$ cat config.mk
export PLATFORM = sky130hd
export DESIGN_NAME = mem_access_unit
export DESIGN_NICKNAME = d
export VERILOG_FILES = /design/src/rtl/mem_access_unit_pkg.sv /design/src/rtl/mem_lane_fmt.sv /design/src/rtl/mem_access_unit.sv
export SDC_FILE = /design/constraint.sdc
export NUM_CORES = 1
export LEC_CHECK = 0
export BUFFER_PORTS_ARGS = -buffer_cell sky130_fd_sc_hd__buf_2
export CORE_AREA = 3 3 152 125
export CTS_CLUSTER_SIZE = 14
export DETAILED_ROUTE_END_ITERATION = 10
export DIE_AREA = 0 0 155 128
export HOLD_SLACK_MARGIN = 0.15
export PLACE_DENSITY = 0.75
export SETUP_SLACK_MARGIN = 0.5
export SYNTH_ARGS = -nofsm -noshare
export SYNTH_HDL_FRONTEND = slang
export SYNTH_SLANG_ARGS = --single-unit
$ cat constraint.sdc
create_clock -name clk -period 1.9 [get_ports clk]
set_clock_uncertainty 0.15 [all_clocks]
set_input_delay 0.285 -clock clk [delete_from_list [all_inputs] [get_ports clk]]
set_output_delay 0.285 -clock clk [all_outputs]
set_load 0.02 [all_outputs]
$ cat src/rtl/mem_access_unit_pkg.sv
// Shared definitions for the data-RAM access unit.
// Op codes, exception codes, FSM states and alignment helpers.
package mem_access_unit_pkg;

    typedef logic [31:0] data_addr_bus_t;
    typedef logic [31:0] data_bus_t;

    localparam logic CHIP_ENABLE  = 1'b1;
    localparam logic CHIP_DISABLE = 1'b0;
    localparam logic TRUE         = 1'b1;
    localparam logic FALSE        = 1'b0;

    localparam logic [3:0] MEM_OP_NOP = 4'd0;
    localparam logic [3:0] MEM_OP_LB  = 4'd1;
    localparam logic [3:0] MEM_OP_LBU = 4'd2;
    localparam logic [3:0] MEM_OP_LH  = 4'd3;
    localparam logic [3:0] MEM_OP_LHU = 4'd4;
    localparam logic [3:0] MEM_OP_LW  = 4'd5;
    localparam logic [3:0] MEM_OP_LWL = 4'd6;
    localparam logic [3:0] MEM_OP_LWR = 4'd7;
    localparam logic [3:0] MEM_OP_SB  = 4'd8;
    localparam logic [3:0] MEM_OP_SH  = 4'd9;
    localparam logic [3:0] MEM_OP_SW  = 4'd10;
    localparam logic [3:0] MEM_OP_SWL = 4'd11;
    localparam logic [3:0] MEM_OP_SWR = 4'd12;

    localparam logic [1:0] EXC_NONE = 2'd0;
    localparam logic [1:0] EXC_ADEL = 2'd1;
    localparam logic [1:0] EXC_ADES = 2'd2;

    typedef enum logic [1:0] {
        ST_IDLE   = 2'd0,
        ST_ACCESS = 2'd1,
        ST_RESP   = 2'd2
    } state_t;

    // Codes above SWR are undefined and behave like NOP.
    function automatic logic op_valid(input logic [3:0] op);
        return (op != MEM_OP_NOP) && (op <= MEM_OP_SWR);
    endfunction

    // Halfword/word accesses must be naturally aligned.
    function automatic logic [1:0] align_exc(input logic [3:0] op,
                                             input logic [1:0] off);
        logic [1:0] e;
        e = EXC_NONE;
        if ((op == MEM_OP_LH || op == MEM_OP_LHU) && off[0])
            e = EXC_ADEL;
        if (op == MEM_OP_LW && off != 2'b00)
            e = EXC_ADEL;
        if (op == MEM_OP_SH && off[0])
            e = EXC_ADES;
        if (op == MEM_OP_SW && off != 2'b00)
            e = EXC_ADES;
        return e;
    endfunction

endpackage

$ cat src/rtl/mem_lane_fmt.sv
// Big-endian byte-lane steering for stores and
// extract/extend/merge formatting for loads.
module mem_lane_fmt
    import mem_access_unit_pkg::*;
(
    input  logic [3:0]  op,
    input  logic [1:0]  off,
    input  logic [31:0] rt,
    input  logic [31:0] mem_rdata,
    output logic        we,
    output logic [3:0]  sel,
    output logic [31:0] wdata,
    output logic [31:0] rdata
);

    logic [4:0]  sh;
    logic [4:0]  shr;
    logic [7:0]  byte_v;
    logic [15:0] half_v;

    // sh = 8*off, shr = 8*(3-off); off 0 is the top lane.
    assign sh     = {off, 3'b000};
    assign shr    = {~off, 3'b000};
    assign byte_v = 8'(mem_rdata >> shr);
    assign half_v = off[1] ? mem_rdata[15:0] : mem_rdata[31:16];

    // Decode the op into lane enables, write data and load result.
    always_comb begin
        we    = FALSE;
        sel   = 4'b0000;
        wdata = '0;
        rdata = '0;
        unique case (op)
            MEM_OP_LB: begin
                sel   = 4'b1111;
                rdata = {{24{byte_v[7]}}, byte_v};
            end
            MEM_OP_LBU: begin
                sel   = 4'b1111;
                rdata = {24'b0, byte_v};
            end
            MEM_OP_LH: begin
                sel   = 4'b1111;
                rdata = {{16{half_v[15]}}, half_v};
            end
            MEM_OP_LHU: begin
                sel   = 4'b1111;
                rdata = {16'b0, half_v};
            end
            MEM_OP_LW: begin
                sel   = 4'b1111;
                rdata = mem_rdata;
            end
            MEM_OP_LWL: begin
                sel   = 4'b1111;
                rdata = (mem_rdata << sh)
                      | (rt & ~(32'hFFFF_FFFF << sh));
            end
            MEM_OP_LWR: begin
                sel   = 4'b1111;
                rdata = (mem_rdata >> shr)
                      | (rt & ~(32'hFFFF_FFFF >> shr));
            end
            MEM_OP_SB: begin
                we    = TRUE;
                sel   = 4'b1000 >> off;
                wdata = {4{rt[7:0]}};
            end
            MEM_OP_SH: begin
                we    = TRUE;
                sel   = off[1] ? 4'b0011 : 4'b1100;
                wdata = {2{rt[15:0]}};
            end
            MEM_OP_SW: begin
                we    = TRUE;
                sel   = 4'b1111;
                wdata = rt;
            end
            MEM_OP_SWL: begin
                we    = TRUE;
                sel   = 4'b1111 >> off;
                wdata = rt >> sh;
            end
            MEM_OP_SWR: begin
                we    = TRUE;
                sel   = 4'b1111 << (~off);
                wdata = rt << shr;
            end
            default: begin
                we    = FALSE;
            end
        endcase
    end

endmodule

$ cat src/rtl/mem_access_unit.sv
// MEM-stage initiator for the data RAM: one request per
// handshake, IDLE -> ACCESS (1+WAIT_CYCLES) -> RESP.
module mem_access_unit
    import mem_access_unit_pkg::*;
#(
    parameter int WAIT_CYCLES = 0
) (
    input  logic        clk,
    input  logic        rst,
    input  logic        req_valid,
    output logic        req_ready,
    input  logic [3:0]  req_op,
    input  logic [31:0] req_addr,
    input  logic [31:0] req_rt,
    output logic        resp_valid,
    output logic [31:0] resp_rdata,
    output logic [1:0]  resp_exc,
    output logic [31:0] resp_badvaddr,
    output logic        stall_req,
    output logic        mem_ce,
    output logic        mem_we,
    output logic [31:0] mem_addr,
    output logic [3:0]  mem_sel,
    output logic [31:0] mem_data_o,
    input  logic [31:0] mem_data_i
);

    state_t         state_q, state_d;
    logic [3:0]     cnt_q, cnt_d;
    logic [3:0]     op_q, op_d;
    data_addr_bus_t addr_q, addr_d;
    data_bus_t      rt_q, rt_d;
    data_bus_t      rdata_q, rdata_d;
    logic [1:0]     exc_q, exc_d;
    data_addr_bus_t bad_q, bad_d;

    logic           accept;
    logic [1:0]     req_exc;
    logic           f_we;
    logic [3:0]     f_sel;
    data_bus_t      f_wdata;
    data_bus_t      f_rdata;

    assign accept  = req_valid & op_valid(req_op);
    assign req_exc = align_exc(req_op, req_addr[1:0]);

    mem_lane_fmt u_fmt (
        .op        (op_q),
        .off       (addr_q[1:0]),
        .rt        (rt_q),
        .mem_rdata (mem_data_i),
        .we        (f_we),
        .sel       (f_sel),
        .wdata     (f_wdata),
        .rdata     (f_rdata)
    );

    // State and transaction registers; reset abandons any access.
    always_ff @(posedge clk) begin
        if (!rst) begin
            state_q <= ST_IDLE;
            cnt_q   <= '0;
            op_q    <= MEM_OP_NOP;
            addr_q  <= '0;
            rt_q    <= '0;
            rdata_q <= '0;
            exc_q   <= EXC_NONE;
            bad_q   <= '0;
        end else begin
            state_q <= state_d;
            cnt_q   <= cnt_d;
            op_q    <= op_d;
            addr_q  <= addr_d;
            rt_q    <= rt_d;
            rdata_q <= rdata_d;
            exc_q   <= exc_d;
            bad_q   <= bad_d;
        end
    end

    // Next-state logic and all port outputs.
    always_comb begin
        state_d       = state_q;
        cnt_d         = cnt_q;
        op_d          = op_q;
        addr_d        = addr_q;
        rt_d          = rt_q;
        rdata_d       = rdata_q;
        exc_d         = exc_q;
        bad_d         = bad_q;
        req_ready     = FALSE;
        stall_req     = FALSE;
        resp_valid    = FALSE;
        resp_rdata    = '0;
        resp_exc      = EXC_NONE;
        resp_badvaddr = '0;
        mem_ce        = CHIP_DISABLE;
        mem_we        = FALSE;
        mem_addr      = '0;
        mem_sel       = 4'b0000;
        mem_data_o    = '0;
        unique case (state_q)
            ST_IDLE: begin
                req_ready = TRUE;
                stall_req = accept;
                if (accept) begin
                    op_d    = req_op;
                    addr_d  = req_addr;
                    rt_d    = req_rt;
                    rdata_d = '0;
                    exc_d   = req_exc;
                    cnt_d   = 4'(WAIT_CYCLES);
                    if (req_exc != EXC_NONE) begin
                        bad_d   = req_addr;
                        state_d = ST_RESP;
                    end else begin
                        bad_d   = '0;
                        state_d = ST_ACCESS;
                    end
                end
            end
            ST_ACCESS: begin
                stall_req  = TRUE;
                mem_ce     = CHIP_ENABLE;
                mem_we     = f_we;
                mem_addr   = {addr_q[31:2], 2'b00};
                mem_sel    = f_sel;
                mem_data_o = f_wdata;
                if (cnt_q != 4'd0) begin
                    cnt_d = cnt_q - 4'd1;
                end else begin
                    rdata_d = f_rdata;
                    state_d = ST_RESP;
                end
            end
            ST_RESP: begin
                resp_valid    = TRUE;
                resp_rdata    = rdata_q;
                resp_exc      = exc_q;
                resp_badvaddr = bad_q;
                state_d       = ST_IDLE;
            end
            default: begin
                state_d = ST_IDLE;
            end
        endcase
    end

endmodule

==> results of run 1 <==
==> per-stage QoR <==
step                      instance area (um^2)  utilization, %  setup TNS, ns  hold WS, ns
after floorplan                           9670               -          -2.49        0.254
after global placement                   12000            69.2         -13.38        0.277
after detailed placement                 12000            69.2         -16.55        0.281
after CTS                                15500            89.1         -45.44        0.156
==> timing repair <==
action / 4_1_cts
pin swaps: 97
resized for setup: 401
hold buffers: 77
endpoints found under the hold margin: 110
endpoints found under the setup margin: 277
buffers inserted: 57
cloned: 13
==> logic make-up after synthesis <==
family                   Yosys count  synth area share [%]
adder cells (fa/ha/maj)            2                 0.298
AO/OA/AOI/OAI                    322                  30.0
flip-flops                       140                  33.4
XOR/XNOR                           4                 0.418
buffers and inverters             98                  5.89
AND/OR/NAND/NOR                  311                  19.9
multiplexers                      82                  10.1
other                              1                0.0447
==> flow_summary.toml, run 1 <==
[floorplanning]
die_w_um = 155
dieHeight_um = 128
ioPinCount = 242
row_count = 43
start_util_pct = 48.3

[place]
portBuffers = 239
pre_cts_ws_ns = -0.608
dp.cells = 1543
place.gp.congestion = 0.940
hpwl_mm = 23.8

[yosys]
synth_area_per_cell_um2 = 8.74
synth_cell_type_count = 65
ys_seq_elements = 140
synth_warnings = 0
synthCells = 960
synthTopCellsByArea = "dfxtp_1, a22o_1, and2_1, mux2i_1, a32o_1"
ys_seq_area_share_pct = 33.4
yosysTopAreaCell = "dfxtp_1"
async_reset_ff_share_pct = 0
synth_edf_count = 0
synth_top_area_share_pct = 33.4
syn-cell-area_um2 = 8390
synth.most_common_cell = "dfxtp_1"
synth_common_cells = "dfxtp_1, and2_1, a22o_1"
ys.flop_type = "dfxtp_1"

[outcome]
toolErrorMsg = "[ERROR DPL-0038] Utilization greater than 100%, impossible to legalize"
status = "stopped before the end"
lastStage = "5_1_grt"

[clocking]
cts_root_buf = "clkbuf_16"
cts.path.max_buffers = 2
clock_sinks = 140
numCtsBuffers = 17
htree_levels = 4

[sta]
worst-ep-kind = "top-level output"
grt_repair_worst_endpoint = "mem_data_o[23]"

[global_route]
grt_max_degree = 68
==> run 2, diff against run 1 <==
- CORE_AREA: 3 3 152 125 -> 3 3 149 151
- CTS_CLUSTER_SIZE: 14 -> default
- DIE_AREA: 0 0 155 128 -> 0 0 152 154
- HOLD_SLACK_MARGIN: 0.15 -> default
- PLACE_DENSITY: 0.75 -> default
- PLACE_DENSITY_LB_ADDON: default -> 0.15
- SETUP_SLACK_MARGIN: 0.5 -> default
- clock period: 1.9 -> 2.47 ns (I/O delays scaled with it)
==> run 2 against run 1 <==
  * Synthesized area unchanged
  * Synthesized cell count unchanged
  * The flow now finishes, with violations (negative setup slack)
==> flow_summary.toml, run 2 <==
[outcome]
status = "finished with violations"
violations = "negative setup slack"

[yosys]
async_reset_ff_share_pct = 0
synth_common_cells = "dfxtp_1, and2_1, a22o_1"
syn-cell-area_um2 = 8390
ys.flop_type = "dfxtp_1"
ys_seq_elements = 140
yosysTopAreaCell = "dfxtp_1"
synth_warnings = 0
synth_cell_type_count = 65
synthCells = 960
synth_edf_count = 0
synth.most_common_cell = "dfxtp_1"
synth_top_area_share_pct = 33.4
synth_area_per_cell_um2 = 8.74
synthTopCellsByArea = "dfxtp_1, a22o_1, and2_1, mux2i_1, a32o_1"
ys_seq_area_share_pct = 33.4

[routing]
drtAntennaViolNets = 0
wirelength_mm = 30.6
wire_per_inst_um = 19.9
drtIter0Drc = 938
route.detailed.drc = 0
drt-vias-per-instance = 5.77
vias = 8890
drt-pass1-iter-count = 11

[pwr]
clkPwrFrac_pct = 39.7
p_leak_nw = 5.16
power.internal_mw = 4.50
seqPwrFrac_pct = 38.0
sw_frac_of_total_pct = 32.4
worst_ir_drop_vdd_uv = 495
combPwrFrac_pct = 22.3
p_switching_mw = 2.16
p_per_area_nw_per_um2 = 571

[critical_path]
startpoint = "addr_q[1]$_SDFFE_PN0P_"
crit_slowest_cell = "dfxtp_4"
worstPathRequired_ns = 1.95
worstRegToRegCells = 7
cp_top_family = "compound AO/OA/AOI/OAI gates"
crit_arrival_ns = 2.14
crit_chain = "buf_12, mux2i_1, o21ai_0, a222oi_1, nor2_1, buf_2"
cp_slowest_stage_delay_ns = 0.44
cp_max_fo = 21
r2r_end = "rdata_q[13]$_SDFFE_PN0P_"
reg2reg_from = "addr_q[1]$_SDFFE_PN0P_"
path_class = "reg -> out"
start_kind = "register"
rrSetupSlack_ns = 0.09
cp_num_buf_inv = 2
end_kind = "output port"

[min_path]
min-delay-start = "req_addr[18]"
holdPathEnd = "addr_q[18]$_SDFFE_PN0P_"
hold_depth = 2
hp-class = "in -> reg"

[clocking]
htree_levels = 4
cts.path.max_buffers = 2
tritoncts = "built"
numCtsBuffers = 17
clk_transition_reported_paths_ns = 0.07
cts_root_buf = "clkbuf_16"
clk_latency_ns = 0.43
clock_sinks = 140

[sta]
finalSetupTns_ns = -2.03
tightest_slew_ns = 0.718
min_period_over_period_pct = 108
hold_violations = 0
max_freq_ghz = 0.377
setup_viol = 29
finalWorstSetupSlack_ns = -0.186
report.final.slew_viol_count = 0
whs_ns = 0.0106
rsz0062_at_grt = "yes"
fin_crit_ns = 2.66
relSlewSlack_pct = 52.1

[floorplanning]
ioPinCount = 242
dieArea_um2 = 23400
row_count = 53
coreArea_um2 = 21000
dieHeight_um = 154
die_w_um = 152
start_util_pct = 40.0

[final_layout]
final_common_cell = "buf_2"
fin_nets = 1357
synthToLayoutAreaGrowth_pct = 39.1
layout_common_cells = "buf_2, dfxtp_1, and2_1, buf_4, a22o_1"
antennaDiodeCount = 0
drive_gt1_share_pct = 36.6

[global_route]
grt_pass1_wl_mm = 47.4
grt_overflow = 0
first_global_vias = 8603
grt_max_degree = 103
track_usage_pct = 24.8
antenna_found_initial = 1

[place]
hpwl_mm = 21.3
portBuffers = 239
place.gp.congestion = 0.946

[job]
max-cap-violations = 0
-- run 2: cell counts after synthesis --
Identical to the previous run, type by type.
-- run 2: cell families (layout without fill, tap and decap cells) --
family | count (synthesis) | after routing | share of synthesized area (%)
other cells | 1 | 2 | 0.0447
fa+ha+maj | 2 | 2 | 0.298
xor+xnor | 4 | 4 | 0.418
buf+inv | 98 | 402 | 5.89
mux | 82 | 82 | 10.1
compound gates | 322 | 322 | 30.0
flops | 140 | 140 | 33.4
simple gates | 311 | 311 | 19.9
-- run 2: what timing repair did --
item / CTS / global route
hold buffers: 20 / 0
pin swaps: 16 / 21
cloned: 2 / 1
gates resized for setup: 56 / 64
endpoints found under the hold margin: 20 / 0
buffers inserted: 12 / 11
setup endpoints to repair: 37 / 47
-- run 2: power groups by stage --
stage / Sequential (mW) / Combinational (mW) / Clock, mW
final: 2.53 / 1.49 / 2.64
after global routing: 2.54 / 1.61 / 2.78
after CTS: 2.52 / 1.38 / 2.68
after detailed placement: 2.57 / 1.28 / 0
after global placement: 2.57 / 1.27 / 0
after floorplan: 2.50 / 0.831 / 0
-- run 2: final cells by class --
type | count | area, um^2
timing repair buffer | 361 | 2470
clock buffer | 17 | 425
inverter | 8 | 38.8
timing repair inverter | 1 | 7.51
multi-input combinational | 723 | 5370
clock inverter | 15 | 178
fill | 1990 | 9290
tap | 275 | 344
sequential | 140 | 2830
-- run 2: worst register-to-register path: stages, from the launching register on --
cell and delay, ns:
dfxtp_4 0.44, buf_4 0.21, buf_8 0.25, mux2i_2 0.37
mux2i_1 0.14, a22o_1 0.19, a2111oi_0 0.39, o21ai_0 0.13
-- run 2: worst max-delay path by stage --
stage	to	slack, ns	depth (start not counted)
2_1_floorplan	mem_data_o[16]	0.11	6
3_3_place_gp	mem_data_o[31]	-0.07	5
3_5_place_dp	mem_data_o[31]	0.007	5
4_1_cts	mem_data_o[2]	-0.12	7
5_1_grt	mem_data_o[24]	-0.26	6
6_report	mem_data_o[14]	-0.19	6
-- run 2: metal layers --
metal | track usage [%] | wire, um
met4 | 6.85 | 621
met2 | 38.5 | 13700
met3 | 7.09 | 3150
met1 | 33.7 | 13200
met5 | 0 | 13
-- run 2: through the flow --
stage               total power, mW  setup WS (ns)  util (%)  instance area, um^2  instances
floorplan                      3.33          0.115         -                 8390        961
global placement               3.84        -0.0661      48.7                10200       1462
detailed placement             3.84        0.00715      48.7                10200       1462
CTS                            6.58         -0.121      54.0                11300       1528
global route                   6.93         -0.257      55.7                11700       1540
finish                         6.66         -0.186      55.7                11700       1540
Note: power is estimated with default switching activity, not from simulation.
==> run 3, diff against run 2 <==
- REMOVE_ABC_BUFFERS: default -> 1
==> run 3 against run 2 <==
  * The run still ends with negative setup slack left
  * Fmax fell by 3.1%
  * Total power grew 3.0%
  * Clock power up 5%
  * Critical endpoint is now mem_data_o[24]
  * Largest cell class unchanged
  * Highest routed layer is now met4
==> flow_summary.toml, run 3 (synthesized netlist as in run 2, its figures left out) <==
[outcome]
status = "finished with violations"
violations = "negative setup slack"

[routing]
drtIter0Drc = 797
drt-pass1-iter-count = 8
drt-vias-per-instance = 5.71
route.detailed.drc = 0
vias = 9004
wirelength_mm = 31.2
drtAntennaViolNets = 0
wire_per_inst_um = 19.8

[global_route]
track_usage_pct = 24.7
grt_overflow = 0
antenna_found_initial = 0
first_global_vias = 8572
grt_pass1_wl_mm = 47.7
grt_max_degree = 45

[clocking]
clock_sinks = 140
htree_levels = 4
numCtsBuffers = 17
cts.path.max_buffers = 2
cts_root_buf = "clkbuf_16"
clk_transition_reported_paths_ns = 0.07
clk_latency_ns = 0.42
tritoncts = "built"

[final_layout]
antennaDiodeCount = 0
final_common_cell = "buf_2"
layout_common_cells = "buf_2, dfxtp_1, buf_4, and2_1, a22o_1"
fin_nets = 1394
regArea_um2 = 2820
nFillCells = 1885
synthToLayoutAreaGrowth_pct = 45.2
utilization_pct = 58.1
drive_gt1_share_pct = 38.0
multi_input_area_um2 = 5410

[sta]
finalWorstSetupSlack_ns = -0.272
rsz0062_at_grt = "yes"
min_period_over_period_pct = 111
setup_viol = 31
hold_violations = 0
fin_crit_ns = 2.74
relSlewSlack_pct = 34.8
max_freq_ghz = 0.365
finalSetupTns_ns = -3.23
report.final.slew_viol_count = 0
tightest_slew_ns = 0.976
whs_ns = 0.0211

[floorplanning]
start_util_pct = 40.0
row_count = 53
dieHeight_um = 154
die_w_um = 152
ioPinCount = 242
dieArea_um2 = 23400
coreArea_um2 = 21000

[critical_path]
path_class = "reg -> out"
cp_slowest_stage_delay_ns = 0.44
end_kind = "output port"
start_kind = "register"
worstPathRequired_ns = 1.95
cp_common_cell = "buf_6"
cp_max_fo = 7
reg2reg_from = "addr_q[1]$_SDFFE_PN0P_"
crit_slowest_cell = "a222oi_1"
crit_chain = "buf_6, buf_6, inv_4, buf_6, a211oi_2, a21oi_1, a222oi_1, nor2_1, buf_4"
crit_arrival_ns = 2.22
startpoint = "addr_q[1]$_SDFFE_PN0P_"

[min_path]
min-delay-start = "req_rt[29]"
hp-class = "in -> reg"

[pwr]
p_leak_nw = 5.39
total_power_mw = 6.86
p_per_area_nw_per_um2 = 563
worst_ir_drop_vdd_uv = 493

[place]
portBuffers = 239
pre_cts_ws_ns = 0.0344
hpwl_mm = 21.4
place.gp.congestion = 0.935

[job]
max-cap-violations = 0
-- run 3: cell count changes in the layout (fill, tap and decap cells not counted), sizes merged --
cell         delta
buf            +21
dlygate4sd3    +14
clkbuf          +3
clkinvlp        -3
inv             +2
bufinv          +1
clkinv          -1
-- run 3: cell type report --
class / count / share of cell area (%)
Tap cell: 275 / 2.82
Clock inverter: 15 / 1.60
Timing Repair Buffer: 399 / 24.2
Multi-Input combinational cell: 723 / 44.4
Inverter: 8 / 0.329
Sequential cell: 140 / 23.2
Clock buffer: 17 / 3.49
-- run 3: worst max-delay path: cells and delay by family, from the launching register on --
family,cells,cell delay (ns)
simple gates,1,0.10
compound gates,3,0.74
flops,1,0.40
buf+inv,5,0.56
-- run 3: path summary, 6_finish.rpt --
check | to | slack, ns | cells after the start
worst min register to register | rdata_q[22]$_SDFFE_PN0P_ | 0.29 | 1
worst max register to register | rdata_q[13]$_SDFFE_PN0P_ | 0.09 | 10
worst min-delay path | rt_q[29]$_SDFFE_PN0P_ | 0.02 | 2
worst max-delay path | mem_data_o[24] | -0.27 | 9
-- run 3: per-stage QoR --
stage	cells	instance area, um^2
CTS	1548	11600
floorplan	871	7930
finish	1577	12200
global placement	1465	10300
global route	1577	12200
detailed placement	1465	10300
-- run 3: where the power goes --
| group | switching (mW) | internal [mW] |
|---|---|---|
| Combinational | 0.827 | 0.756 |
| Sequential | 0.144 | 2.37 |
| Clock | 1.20 | 1.56 |
-- run 3: layer usage --
layer | up-vias | GRT usage (%) | share of wire, %
met5 | - | 0 | 0
met4 | 0 | 7.83 | 2.0
met3 | 34 | 8.11 | 9.8
met2 | 415 | 37.0 | 44
met1 | 4260 | 33.8 | 44
li1 | 4295 | - | -
-- run 3: repair_timing --
action | in CTS | in global routing
hold buffers | 34 | 0
pin swaps | 28 | 46
endpoints found under the hold margin | 34 | 0
endpoints found under the setup margin | 35 | 74
cloned | 1 | 4
setup buffers | 17 | 26
gates resized for setup | 66 | 80
